--- config.mk ---
export PLATFORM = sky130hd
export DESIGN_NAME = sat_counter
export DESIGN_NICKNAME = d
export VERILOG_FILES = /design/src/rtl/sat_counter.sv
export SDC_FILE = /design/constraint.sdc
export NUM_CORES = 1
export LEC_CHECK = 0
export CAP_MARGIN = 20
export CORE_UTILIZATION = 51
export DETAILED_ROUTE_END_ITERATION = 7
export MAX_ROUTING_LAYER = met4
export PLACE_DENSITY_LB_ADDON = 0.25
export SETUP_SLACK_MARGIN = 0.2
export SYNTH_ARGS = -nofsm -noshare
export SYNTH_HDL_FRONTEND = slang
export SYNTH_SLANG_ARGS = --single-unit
export TNS_END_PERCENT = 20
--- constraint.sdc ---
create_clock -name i_clk -period 4.2 [get_ports i_clk]
set_input_delay 0.63 -clock i_clk [delete_from_list [all_inputs] [get_ports i_clk]]
set_output_delay 0.63 -clock i_clk [all_outputs]
set_load 0.01 [all_outputs]
--- src/rtl/sat_counter.sv ---
// sat_counter: up-counter that sticks at all-ones instead of wrapping.
//   i_clk   : clock
//   i_rst   : asynchronous active-high reset, clears the count
//   i_inc   : add one on this edge (ignored once saturated)
//   o_count : current count
module sat_counter #(
    parameter int unsigned WIDTH = 16
) (
    input  logic             i_clk,
    input  logic             i_rst,
    input  logic             i_inc,
    output logic [WIDTH-1:0] o_count
);

    logic [WIDTH-1:0] r_count;

    always_ff @(posedge i_clk or posedge i_rst) begin
        if (i_rst) begin
            r_count <= '0;
        end else if (i_inc && (r_count != '1)) begin
            r_count <= r_count + WIDTH'(1);
        end
    end

    assign o_count = r_count;

endmodule

==> reports/metrics.yaml, run 1 <==
run:
  drv_cap: 0
clocking:
  root_buffer: "clkbuf_4"
  post_cts_buffers: 0
  ctsResizeCount: 0
  h-tree-depth: 1
  clkLatencyLatePin_ns: 0.29
  clk_pin_slew_worst_paths_ns: 0.09
  cts.path.max_buffers: 2
  cts_tree: "built"
  holdBufCountCts: 0
  numCtsBuffers: 3
  cts.sinks: 16
global_route:
  grt_pass1_wl_um: 2400
  grt.overflow.total: 0
  grt_max_degree: 17
  antenna_found_initial: 0
  track_usage_pct: 18.7
  first_global_vias: 554
power:
  peakVddDrop_mv: 0.410
  power.density_mw_per_mm2: 480
  p_leak_nw: 0.459
routing:
  drcViolationCount: 0
  wl_um: 1410
  wl_per_cell_um: 13.0
  drt_iter0_drc: 3
  viasPerCell: 5.81
  vias: 627
  ant_nets: 0
  dr.pass1.iters: 3
floorplan:
  row_count: 13
  die_w_um: 41.8
  dieArea_mm2: 0.00174
  initial_utilization_pct: 58.3
  io_pins: 19
  die_h_um: 41.8
  core_mm2: 0.00138
worst_setup_path:
  slowest_stage: "clkdlybuf4s50_1"
  crit_chain: "clkdlybuf4s50_1"
  cp-end-kind: "output port"
  critPathMaxFanout: 7
  critPathTopFamily: "buffers and inverters"
  crit_buf_inv: 1
  critPathKind: "reg2out"
  crit_arrival_ns: 1.33
  start_kind: "register"
  timing.rr.end: "o_count[1]"
  required_ns: 3.57
  r2r-start: "o_count[0]"
  reg2regPathDepth: 5
  max_stage_delay_ns: 0.58
  rrSetupSlack_ns: 2.57
placement:
  place_ws_ns: 2.00
  placed_area_mm2: 0.00100
  io_buffers: 18
  placed_cells: 104
  dp_hpwl_um: 1050
  gp_congestion: 0.818
sta:
  hold_violations: 0
  slew_headroom_pct: 60.2
  setup_slack_ns: 2.24
  rsz0062_at_grt: "false"
  period_needed_ns: 1.96
  fmax_ghz: 0.511
  worst-slew-pin-transition_ns: 0.596
  setup_viol_count_final: 0
  slew_violations: 0
  finalCritPeriodShare_pct: 46.6
  tns_ns: 0
  skew_ns: 0.00240
layout:
  largest_reg_flops: 16
  nNetsFinal: 98
  stdcell_area_mm2: 0.00104
  n_antenna_cell: 0
  final_core_util_pct: 75.3
  drive_gt1_share_pct: 12.9
  syn2layout_area_growth_pct: 29.2
  nFillCells: 103
  finalNonFillerCells: 108
synthesis:
  avgSynthCellArea_um2: 11.3
  ys.flop_type: "dfrtp_1"
  ys_warn_count: 0
  syn-num-nets: 75
  mappedNetlistArea_um2: 806
  synth_area_leaders: "dfrtp_1, xnor2_1, nand3_1, nand4_1, and4_1"
  synth_seq_cells: 16
  netlist.area_leader.share_pct: 49.7
  synth_cells: 71
  yosysMostFrequentCell: "dfrtp_1"
  ys_top_cells_by_count: "dfrtp_1, xnor2_1, nand3_1, nand2_1, nand4_1"
  ys_async_sr_fraction_pct: 100
  ys_seq_area_share_pct: 49.7
  synth_edf_count: 0
  synth.distinct_cells: 22
  synth_top_cell_by_area: "dfrtp_1"
status:
  status: "complete, no violations"
min_path:
  hold_class: "reg2reg"
  hold_path_depth: 1
  hp-start: "o_count[10]"
  hold_end: "o_count[10]"
==> layer usage <==
| metal | up-vias | GRT usage [%] | share of wire (%) |
|---|---|---|---|
| li1 | 309 | - | - |
| met1 | 300 | 24.4 | 49 |
| met2 | 13 | 28.4 | 46 |
| met3 | 5 | 2.61 | 3.3 |
| met4 | 0 | 9.68 | 2.1 |
| met5 | - | - | 0 |
==> how the worst max path moves through the flow <==
stage / from / to / slack, ns / cells past startpoint
floorplan: o_count[0] / o_count[1] / 2.64 / 5
global placement: i_inc / o_count[14] / 2.04 / 5
detailed placement: i_inc / o_count[14] / 2.00 / 5
CTS: o_count[4] / o_count[4] / 2.24 / 1
global route: o_count[4] / o_count[4] / 2.18 / 1
finish: o_count[4] / o_count[4] / 2.24 / 1
==> cell usage in the layout (no fill, tap or decap), drive strengths merged <==
cell type	n
and2	1
nand2	7
nor4	1
nand3	7
and4	4
clkbuf	4
mux2	2
nor2	3
a21oi	2
xnor2	11
clkdlybuf4s50	18
dfrtp	16
and3	5
o21a	1
nand2b	1
mux2i	1
nand4	7
inv	1
ha	1
==> power breakdown <==
| group | switching, mW | leakage (nW) | internal, mW |
|---|---|---|---|
| registers | 0.0506 | 0.211 | 0.188 |
| clock network | 0.0477 | 0.0210 | 0.0528 |
| logic | 0.0648 | 0.227 | 0.0960 |
| total | 0.163 | 0.459 | 0.337 |
==> logic make-up (layout without fill, tap and decap cells) <==
| group | Yosys count | in the layout | synth area share (%) |
|---|---|---|---|
| DFF | 16 | 16 | 49.7 |
| adders and majority gates | 1 | 1 | 1.55 |
| and+or+nand+nor | 36 | 36 | 30.1 |
| xor gates and xnor gates | 11 | 11 | 12.0 |
| buffers and inverters | 1 | 23 | 0.465 |
| AOI/OAI and AO/OA | 3 | 3 | 2.17 |
| muxes | 3 | 3 | 4.04 |
==> per-stage QoR <==
step | hold WS, ns | total power [mW]
detailed placement | 0.517 | 0.402
global placement | 0.504 | 0.400
finish | 0.529 | 0.500
global route | 0.555 | 0.530
CTS | 0.534 | 0.505
floorplan | 0.530 | 0.317
==> layout make-up <==
type / count / area, um2 / area share [%]
multi-input combinational: 54 / 402 / 38.6
sequential: 16 / 400 / 38.5
timing repair buffer: 18 / 180 / 17.3
clock buffer: 4 / 36.3 / 3.49
tap: 15 / 18.8 / 1.80
inverter: 1 / 3.75 / 0.361
(Power assumes the default switching activity.)
==> run 2, diff against run 1 <==
Settings changed: CORE_ASPECT_RATIO set to 1.25, CORE_UTILIZATION 51 to 43.
Clock period 4.2 ns to 1.75 ns, I/O delays scaled along.
==> reports/metrics.yaml, run 2 (same netlist as run 1, synthesis figures left out) <==
clocking:
  holdBufCountCts: 0
  cts.sinks: 16
  h-tree-depth: 1
  root_buffer: "clkbuf_4"
  cts.path.max_buffers: 2
  cts_tree: "built"
  clk_pin_slew_worst_paths_ns: 0.10
  clkLatencyLatePin_ns: 0.28
  numCtsBuffers: 3
global_route:
  first_global_vias: 606
  grt_pass1_wl_um: 2590
  grt_max_degree: 17
  track_usage_pct: 18.4
  antenna_found_initial: 0
  grt.overflow.total: 0
sta:
  holdWs_ns: 0.338
  hold_violations: 0
  slew_headroom_pct: 59.5
  fmax_ghz: 0.642
  period_needed_ns: 1.56
  setup_slack_ns: 0.192
  tns_ns: 0
  rsz0062_at_grt: "true"
  finalCritPeriodShare_pct: 89.0
  slew_violations: 0
  worst-slew-pin-transition_ns: 0.607
  setup_viol_count_final: 0
  skew_ns: 0.00559
worst_setup_path:
  critPathTopFamily: "buffers and inverters"
  timing.rr.end: "o_count[14]"
  r2r-start: "o_count[1]"
  critPathMaxFanout: 6
  cp-end-kind: "output port"
  critPathKind: "reg2out"
  required_ns: 1.49
  crit_chain: "clkdlybuf4s50_1"
  rrSetupSlack_ns: 0.27
  crit_buf_inv: 1
  crit_arrival_ns: 1.30
  start_kind: "register"
  max_stage_delay_ns: 0.57
  cp_num_cells: 1
  reg2regPathDepth: 5
  slowest_stage: "clkdlybuf4s50_1"
routing:
  viasPerCell: 5.44
  wl_um: 1570
  ant_nets: 0
  drcViolationCount: 0
  dr.pass1.iters: 2
  wl_per_cell_um: 13.2
  vias: 647
  drt_iter0_drc: 4
layout:
  finalNonFillerCells: 119
  multi_input_area_um2: 419
  layout_commonest_cell: "clkdlybuf4s50_1"
  nFillCells: 161
  n_antenna_cell: 0
  final_cell_mix: "clkdlybuf4s50_1, xnor2_1, dfrtp_1"
  drive_gt1_share_pct: 26.0
  regArea_um2: 407
  largest_reg_flops: 16
  nNetsFinal: 105
  syn2layout_area_growth_pct: 39.6
placement:
  place_ws_ns: 0.0236
  io_buffers: 18
  gp_congestion: 0.802
  dp_hpwl_um: 1160
  placed_cells: 113
min_path:
  hold_class: "in2async"
floorplan:
  io_pins: 19
  initial_utilization_pct: 45.6
  die_h_um: 50.4
  core_mm2: 0.00177
  dieArea_mm2: 0.00205
  row_count: 17
  die_w_um: 40.7
status:
  status: "complete, no violations"
run:
  drv_cap: 0
power:
  p_leak_nw: 0.495
  power.density_mw_per_mm2: 1150
  peakVddDrop_mv: 0.956
==> run 2: changes by cell type in the layout (fill, tap and decap cells not counted) <==
cell / previous run / this run
ha_1: 1 / 0
and3_1: 4 / 3
buf_4: 0 / 7
ha_4: 0 / 1
clkdlybuf4s50_1: 18 / 17
dlymetal6s2s_1: 0 / 1
dfrtp_1: 16 / 11
and3_4: 0 / 1
dfrtp_2: 0 / 5
==> run 2: worst max path at each step <==
stage / endpoint / startpoint / slack [ns]
floorplan: o_count[14] / o_count[0] / 0.20
global placement: o_count[15] / i_inc / 0.06
detailed placement: o_count[15] / i_inc / 0.02
CTS: o_count[8] / o_count[8] / 0.17
global route: o_count[12] / o_count[12] / 0.13
finish: o_count[11] / o_count[11] / 0.19
==> run 2: routing by layer <==
layer	track usage, %	vias to the layer above	routed length, um
li1	-	315	-
met1	25.9	320	750
met2	26.5	10	764
met3	2.65	2	42
met4	6.67	0	12
met5	-	-	0
==> run 2: what timing repair did <==
item	CTS	global route
buffers inserted	0	2
resized for setup	1	7
endpoints found under the setup margin	9	21
==> run 2: stage by stage <==
step                      area, um2  power (mW)  util [%]
final                          1120        1.30      63.7
after global routing           1120        1.38      63.7
after CTS                      1090        1.25      61.7
after detailed placement       1050        1.00      59.6
after global placement         1050       0.997      59.6
after floorplan                 811       0.768         -
==> run 2: worst register-to-register path, stage by stage (launching register included) <==
cell and delay [ns]:
dfrtp_2 0.42, ha_4 0.16, and4_1 0.21, nand3_1 0.12, nor2_1 0.14, mux2_2 0.34
==> run 2: where the power goes <==
group          internal [mW]  switching, mW
sequential             0.460          0.118
clock                  0.126          0.116
combinational          0.287          0.188
total                  0.874          0.423
==> run 2: area by class of cell <==
| class | instances | share of cell area, % |
|---|---|---|
| Inverter | 1 | 0.334 |
| Sequential cell | 16 | 36.2 |
| Multi-Input combinational cell | 54 | 37.3 |
| Timing Repair Buffer | 25 | 20.9 |
| Tap cell | 19 | 2.11 |
| Clock buffer | 4 | 3.23 |
